**src/rtl/fg_fetch_responder.sv**
```systemverilog
// Foreground fetch responder: fixed-latency pixel reads from a single-port SRAM,
// with capture writes buffered in a FIFO and slotted into cycles without a read.
module fg_fetch_responder #(
  parameter int PRECISION         = 11,
  parameter int PIXEL_SIZE        = 16,
  parameter int RESOLUTION_X      = 800,
  parameter int RESOLUTION_Y      = 600,
  parameter int ADDR_WIDTH        = 19,
  parameter int SRAM_READ_LATENCY = 2,
  parameter int FETCH_DELAY       = 6,
  parameter int WR_FIFO_DEPTH     = 8
) (
  input  logic                  clk,
  input  logic                  rst,
  input  logic                  req_valid,
  input  logic                  req_active,
  input  logic [PRECISION:0]    req_x,
  input  logic [PRECISION:0]    req_y,
  output logic                  resp_ready,
  output logic                  resp_skip,
  output logic [PIXEL_SIZE-1:0] resp_pixel,
  input  logic                  wr_valid,
  output logic                  wr_ready,
  input  logic [PRECISION-1:0]  wr_x,
  input  logic [PRECISION-1:0]  wr_y,
  input  logic [PIXEL_SIZE-1:0] wr_pixel,
  output logic [15:0]           wr_drop_count,
  output logic [ADDR_WIDTH-1:0] sram_addr,
  output logic                  sram_oe,
  output logic                  sram_we,
  output logic [PIXEL_SIZE-1:0] sram_wdata,
  input  logic [PIXEL_SIZE-1:0] sram_rdata
);

  // Valid/hit line runs from stage 2 to the response register; data line from SRAM capture to it.
  localparam int LP_DL = FETCH_DELAY - 3;
  localparam int LP_DD = FETCH_DELAY - 2 - SRAM_READ_LATENCY;
  localparam int LP_PW = $clog2(WR_FIFO_DEPTH);

  localparam logic [PRECISION-1:0]  LP_RES_X  = PRECISION'(RESOLUTION_X);
  localparam logic [PRECISION-1:0]  LP_RES_Y  = PRECISION'(RESOLUTION_Y);
  localparam logic [ADDR_WIDTH-1:0] LP_ROW    = ADDR_WIDTH'(RESOLUTION_X);
  localparam logic [LP_PW:0]        LP_DEPTH  = (LP_PW+1)'(WR_FIFO_DEPTH);
  localparam logic [LP_PW:0]        LP_CNT_1  = (LP_PW+1)'(1);
  localparam logic [LP_PW-1:0]      LP_PTR_1  = LP_PW'(1);

  logic                  r_in_valid, r_in_active;
  logic [PRECISION:0]    r_in_x, r_in_y;
  logic                  r_s1_valid, r_s1_hit;
  logic [PRECISION-1:0]  r_s1_x, r_s1_y;
  logic                  r_s2_valid, r_s2_hit;
  logic [LP_DL-1:0]      r_vdl_v, r_vdl_h;
  logic [PIXEL_SIZE-1:0] r_ddl [0:LP_DD-1];

  logic                  r_resp_ready, r_resp_skip;
  logic [PIXEL_SIZE-1:0] r_resp_pixel;
  logic [ADDR_WIDTH-1:0] r_sram_addr;
  logic                  r_sram_oe, r_sram_we;
  logic [PIXEL_SIZE-1:0] r_sram_wdata;

  logic [ADDR_WIDTH-1:0] r_fifo_addr [0:WR_FIFO_DEPTH-1];
  logic [PIXEL_SIZE-1:0] r_fifo_data [0:WR_FIFO_DEPTH-1];
  logic [LP_PW-1:0]      r_wptr, r_rptr;
  logic [LP_PW:0]        r_count;
  logic [15:0]           r_drop_cnt;

  logic                  w_in_hit;
  logic                  w_rd_req;
  logic [ADDR_WIDTH-1:0] w_rd_addr;
  logic [ADDR_WIDTH-1:0] w_wr_addr;
  logic                  w_full, w_wr_in_range, w_push, w_pop, w_drop;

  // Sign bit set means negative, which can never land inside the frame.
  assign w_in_hit = r_in_active
                  && !r_in_x[PRECISION] && (r_in_x[PRECISION-1:0] < LP_RES_X)
                  && !r_in_y[PRECISION] && (r_in_y[PRECISION-1:0] < LP_RES_Y);

  assign w_rd_req  = r_s1_valid && r_s1_hit;
  assign w_rd_addr = ADDR_WIDTH'(r_s1_y) * LP_ROW + ADDR_WIDTH'(r_s1_x);
  assign w_wr_addr = ADDR_WIDTH'(wr_y) * LP_ROW + ADDR_WIDTH'(wr_x);

  assign w_full        = (r_count == LP_DEPTH);
  assign w_wr_in_range = (wr_x < LP_RES_X) && (wr_y < LP_RES_Y);
  assign w_push        = wr_valid && !w_full && w_wr_in_range;
  assign w_drop        = wr_valid && (w_full || !w_wr_in_range);
  assign w_pop         = !w_rd_req && (r_count != '0);

  always_ff @(posedge clk) begin
    if (rst) begin
      r_in_valid   <= 1'b0;
      r_in_active  <= 1'b0;
      r_in_x       <= '0;
      r_in_y       <= '0;
      r_s1_valid   <= 1'b0;
      r_s1_hit     <= 1'b0;
      r_s1_x       <= '0;
      r_s1_y       <= '0;
      r_s2_valid   <= 1'b0;
      r_s2_hit     <= 1'b0;
      r_vdl_v      <= '0;
      r_vdl_h      <= '0;
      r_resp_ready <= 1'b0;
      r_resp_skip  <= 1'b0;
      r_resp_pixel <= '0;
    end else begin
      r_in_valid   <= req_valid;
      r_in_active  <= req_active;
      r_in_x       <= req_x;
      r_in_y       <= req_y;
      r_s1_valid   <= r_in_valid;
      r_s1_hit     <= w_in_hit;
      r_s1_x       <= r_in_x[PRECISION-1:0];
      r_s1_y       <= r_in_y[PRECISION-1:0];
      r_s2_valid   <= r_s1_valid;
      r_s2_hit     <= r_s1_valid && r_s1_hit;
      r_vdl_v      <= {r_vdl_v[LP_DL-2:0], r_s2_valid};
      r_vdl_h      <= {r_vdl_h[LP_DL-2:0], r_s2_hit};
      r_resp_ready <= r_vdl_v[LP_DL-1];
      r_resp_skip  <= r_vdl_v[LP_DL-1] && !r_vdl_h[LP_DL-1];
      r_resp_pixel <= (r_vdl_v[LP_DL-1] && r_vdl_h[LP_DL-1]) ? r_ddl[LP_DD-1] : '0;
    end
  end

  // Data line carries no control, so it is left unreset; the pixel is gated by the hit line.
  always_ff @(posedge clk) begin
    r_ddl[0] <= sram_rdata;
    for (int i = 1; i < LP_DD; i++) r_ddl[i] <= r_ddl[i-1];
  end

  always_ff @(posedge clk) begin
    if (rst) begin
      r_sram_addr  <= '0;
      r_sram_oe    <= 1'b0;
      r_sram_we    <= 1'b0;
      r_sram_wdata <= '0;
    end else if (w_rd_req) begin
      r_sram_addr  <= w_rd_addr;
      r_sram_oe    <= 1'b1;
      r_sram_we    <= 1'b0;
    end else if (w_pop) begin
      r_sram_addr  <= r_fifo_addr[r_rptr];
      r_sram_wdata <= r_fifo_data[r_rptr];
      r_sram_oe    <= 1'b0;
      r_sram_we    <= 1'b1;
    end else begin
      r_sram_oe    <= 1'b0;
      r_sram_we    <= 1'b0;
    end
  end

  always_ff @(posedge clk) begin
    if (w_push) begin
      r_fifo_addr[r_wptr] <= w_wr_addr;
      r_fifo_data[r_wptr] <= wr_pixel;
    end
  end

  always_ff @(posedge clk) begin
    if (rst) begin
      r_wptr     <= '0;
      r_rptr     <= '0;
      r_count    <= '0;
      r_drop_cnt <= '0;
    end else begin
      if (w_push) r_wptr <= r_wptr + LP_PTR_1;
      if (w_pop)  r_rptr <= r_rptr + LP_PTR_1;
      case ({w_push, w_pop})
        2'b10:   r_count <= r_count + LP_CNT_1;
        2'b01:   r_count <= r_count - LP_CNT_1;
        default: r_count <= r_count;
      endcase
      if (w_drop && (r_drop_cnt != 16'hFFFF)) r_drop_cnt <= r_drop_cnt + 16'd1;
    end
  end

  assign resp_ready    = r_resp_ready;
  assign resp_skip     = r_resp_skip;
  assign resp_pixel    = r_resp_pixel;
  assign wr_ready      = !w_full;
  assign wr_drop_count = r_drop_cnt;
  assign sram_addr     = r_sram_addr;
  assign sram_oe       = r_sram_oe;
  assign sram_we       = r_sram_we;
  assign sram_wdata    = r_sram_wdata;

endmodule

```
**config.mk**
```make
export PLATFORM = sky130hd
export DESIGN_NAME = fg_fetch_responder
export DESIGN_NICKNAME = d
export VERILOG_FILES = /design/src/rtl/fg_fetch_responder.sv
export SDC_FILE = /design/constraint.sdc
export NUM_CORES = 1
export LEC_CHECK = 0
export BUFFER_PORTS_ARGS = -buffer_cell sky130_fd_sc_hd__buf_2
export CORE_UTILIZATION = 60
export DETAILED_ROUTE_END_ITERATION = 8
export PLACE_DENSITY = 0.8
export SETUP_SLACK_MARGIN = 0.4
export SYNTH_ARGS = -nofsm -noshare
export SYNTH_HDL_FRONTEND = slang
export SYNTH_SLANG_ARGS = --single-unit
```
**constraint.sdc**
```tcl
create_clock -name clk -period 8.45 [get_ports clk]
set_input_delay 0.845 -clock clk [delete_from_list [all_inputs] [get_ports clk]]
set_output_delay 0.845 -clock clk [all_outputs]
set_load 0.01 [all_outputs]
```
==> impl_metrics.tcl <==
set metrics [dict create \
    drc 0 \
    num_vias 10575 \
    clock_latency_ns 0.55 \
    hpwl_um 22780 \
    synth-main-ff-cell "edfxtp_1" \
    setup-violations-final 0 \
    nets 1585 \
    postCtsHoldBufs 0 \
    drive_gt1_frac 0.2354 \
    io_pins 155 \
    end_kind "register" \
    hp-start "r_ddl[0][10]$_DFF_P_" \
    worstPathArrival_ns 4.35 \
    max_slew_margin 0.2828 \
    worst_slack_ns 4.288 \
    dr.pass1.iters 5 \
    path_clk_slew_ns 0.06 \
    cp-startpoint "wr_y[5]" \
    pwr-share-clk 0.325 \
    slowest_stage "nor3b_2" \
    die_area_sq_um 31590 \
    dp.cells 1747 \
    fin_crit_ns 4.162 \
    pwr-share-comb 0.229 \
    cp_top_family "simple AND/OR/NAND/NOR gates" \
    ir_worst_vdd_uv 175.0 \
    syn_area_sq_um 18530 \
    num_rows 63 \
    synth_seq_cells 453 \
    avgSynthCellArea_sq_um 15.04 \
    fin_crit_sh 0.4925 \
    synthCells 1232 \
    hold_violations 0 \
    grt_pass1_vias 10739 \
    numCtsBuffers 44 \
    p_seq_frac 0.446 \
    core_sq_um 30030 \
    p_switching_w 0.001684 \
    cts_tree "built" \
    fill_cells 1917 \
    drv_cap 0 \
    crit_chain "buf_2 > inv_1 > ha_1 > a21oi_1 > o21ai_0 > a2111oi_4 > and2_0 > nand2_1 > nor3b_2 > buf_4" \
    hold_path_class "reg -> reg" \
    outcome "completed" \
    syn-num-nets 1414 \
    finalWirelength_um 36560 \
    grt_pass1_wl_um 57670 \
    layout_commonest_cell "edfxtp_1" \
    post_cts_buffers 0 \
    synth_cell_type_count 69 \
    ant_nets 0 \
    via_per_inst 5.791 \
    area_growth_pct 14.71 \
    tightest_slew_ns 1.076 \
    cts_resized 0 \
    instances_no_fill 1826 \
    slowest_delay_ns 0.86 \
    start_kind "input pin" \
    htree_levels 2 \
    die_h_um 177.7 \
    r2r-start "r_count[0]$_SDFFE_PP0P_" \
    cts_sinks 453 \
    rsz0062_at_grt "false" \
    setup_tns_ns 0 \
    power_w 0.006023 \
    io_buffers 154 \
    worst_clock_skew_ns 0.02108 \
    switching_share 0.2797 \
    critPathBufInv 3 \
    intPower_w 0.004338 \
    seq_area_frac_synth 0.6407 \
    synthArstFlopShare 0 \
    drt-initial-drc-count 891 \
    grt_max_degree 65 \
    ys_warn_count 0 \
    dpl_worst_slack_ns 3.799 \
    required_ns 8.64 \
    routedWlPerCell_um 20.02 \
    gr-total-overflow 0 \
    p_leak_nw 8.066 \
    max_freq_mhz 240.3 \
    diodes 0 \
    gp_congestion 0.8159 \
    grt_util_all_layers 0.2392 \
    clockRootBuffer "clkbuf_16" \
    fp.dieW_um 177.7 \
    layout_common_cells "edfxtp_1 (280), dfxtp_1 (170), buf_2 (153), nor2_1 (85), ha_1 (84)" \
    p_per_area_nw_per_um2 283.4 \
    maxSlewViolCount 0 \
    cp_max_fo 25 \
    antenna_found_initial 0 \
    synth_enable_flop_cells 280 \
    initial_core_util 0.6169 \
    criticalPathCategory "in -> reg" \
    ctsLongestPathBuffers 3 \
]
## routing by layer
layer | GRT usage | vias to the layer above | share of wire
met5 | 0 | - | 0
met4 | 0.07728 | 0 | 0.026
met3 | 0.04070 | 73 | 0.067
met2 | 0.4009 | 374 | 0.48
met1 | 0.3185 | 5217 | 0.42
li1 | - | 4911 | -
## cells in the mapped netlist (2+ instances only)
cell type  instances  area [sq um]
a2111oi_0          3         26.28
a211o_1            3         26.28
a211oi_1          37         277.8
a211oi_2           3         37.54
a21boi_0           2         15.01
a21o_1             7         52.55
a21oi_1           31         155.2
and3_1            19         118.9
buf_1              7         26.28
buf_2              8         40.04
clkbuf_1          30         112.6
dfxtp_1          173          3463
edfxtp_1         280          8408
fa_1              15         300.3
ha_1              84          1051
inv_1             67         251.5
inv_2              2         7.510
mux2i_1           35         350.3
mux4_2            70          1577
nand2_1           33         123.9
nand2b_1           3         18.77
nand3_1           10         50.05
nand4_1            9         56.30
nand4b_1           2         17.52
nor2_1            86         322.8
nor2b_1           66         412.9
nor3_1            12         60.06
nor3b_1            2         15.01
nor4_1             2         12.51
nor4b_1            2         17.52
o211ai_1           3         22.52
o21a_1             2         15.01
o21ai_0           22         110.1
o22ai_1            2         12.51
o311ai_0           2         17.52
o41ai_1            2         17.52
or2_2              2         12.51
or3_1              4         25.02
xnor2_1           37         324.1
xor2_1            24         210.2
## power by group through the flow
stage	Combinational [W]	Sequential, W	Clock, W
2_1_floorplan	0.000988	0.00271	0
3_3_place_gp	0.00132	0.00272	0
3_5_place_dp	0.00136	0.00273	0
4_1_cts	0.00139	0.00269	0.00198
5_1_grt	0.00152	0.00270	0.00206
6_report	0.00138	0.00269	0.00196
## area by class of cell
| type | count | area (sq um) | area share |
|---|---|---|---|
| tap | 390 | 488.0 | 0.02296 |
| sequential | 453 | 11880 | 0.5587 |
| clock buffer | 60 | 1286 | 0.06052 |
| clock inverter | 19 | 178.9 | 0.008418 |
| inverter | 69 | 259.0 | 0.01219 |
| multi-input combinational | 663 | 6259 | 0.2945 |
| timing repair buffer | 172 | 908.4 | 0.04274 |
## path summary, 6_finish.rpt
check | slack (ns) | cells past startpoint | to
setup / recovery | 4.29 | 10 | r_fifo_addr[6][4]$_DFFE_PP_
hold / removal | 0.32 | 0 | r_ddl[1][10]$_DFF_P_
setup reg to reg | 4.52 | 7 | r_fifo_addr[6][4]$_DFFE_PP_
hold reg to reg | 0.32 | 0 | r_ddl[1][10]$_DFF_P_
## state kept, by name (all words and copies together), names as in the netlist, 4 cells and up, named ones only
| register | cells |
|---|---|
| r_fifo_addr | 152 |
| r_fifo_data | 128 |
| r_ddl | 32 |
| sram_addr | 19 |
| resp_pixel | 16 |
| sram_wdata | 16 |
| wr_drop_count | 16 |
| r_in_x | 12 |
| r_in_y | 12 |
| r_s1_x | 11 |
| r_s1_y | 11 |
| r_count | 4 |
## per-stage QoR
step           hold slack (ns)    util  instance area, sq um
2_1_floorplan           0.3096       -                 18530
5_1_grt                 0.3323  0.7077                 21250
3_3_place_gp            0.3108  0.6589                 19790
3_5_place_dp            0.3121  0.6589                 19790
6_report                0.3225  0.7077                 21250
4_1_cts                 0.3262  0.7077                 21250
## logic make-up after synthesis
group,after synthesis,synth area share
DFF,453,0.6407
AOI/OAI and AO/OA,132,0.05126
muxes,105,0.1040
adders and majority gates,99,0.07293
and+or+nand+nor,266,0.07759
xor gates and xnor gates,61,0.02884
buffers and inverters,116,0.02465
## worst reg2reg max path, stage by stage (launching register included)
cell and delay (ns):
dfxtp_1 0.47, or4b_4 0.24, nand2_1 0.11, a2111oi_4 0.73, and2_0 0.39, nand2_1 0.27
nor3b_2 0.86, buf_4 0.50
No activity file was read; power rests on OpenSTA's default activity.
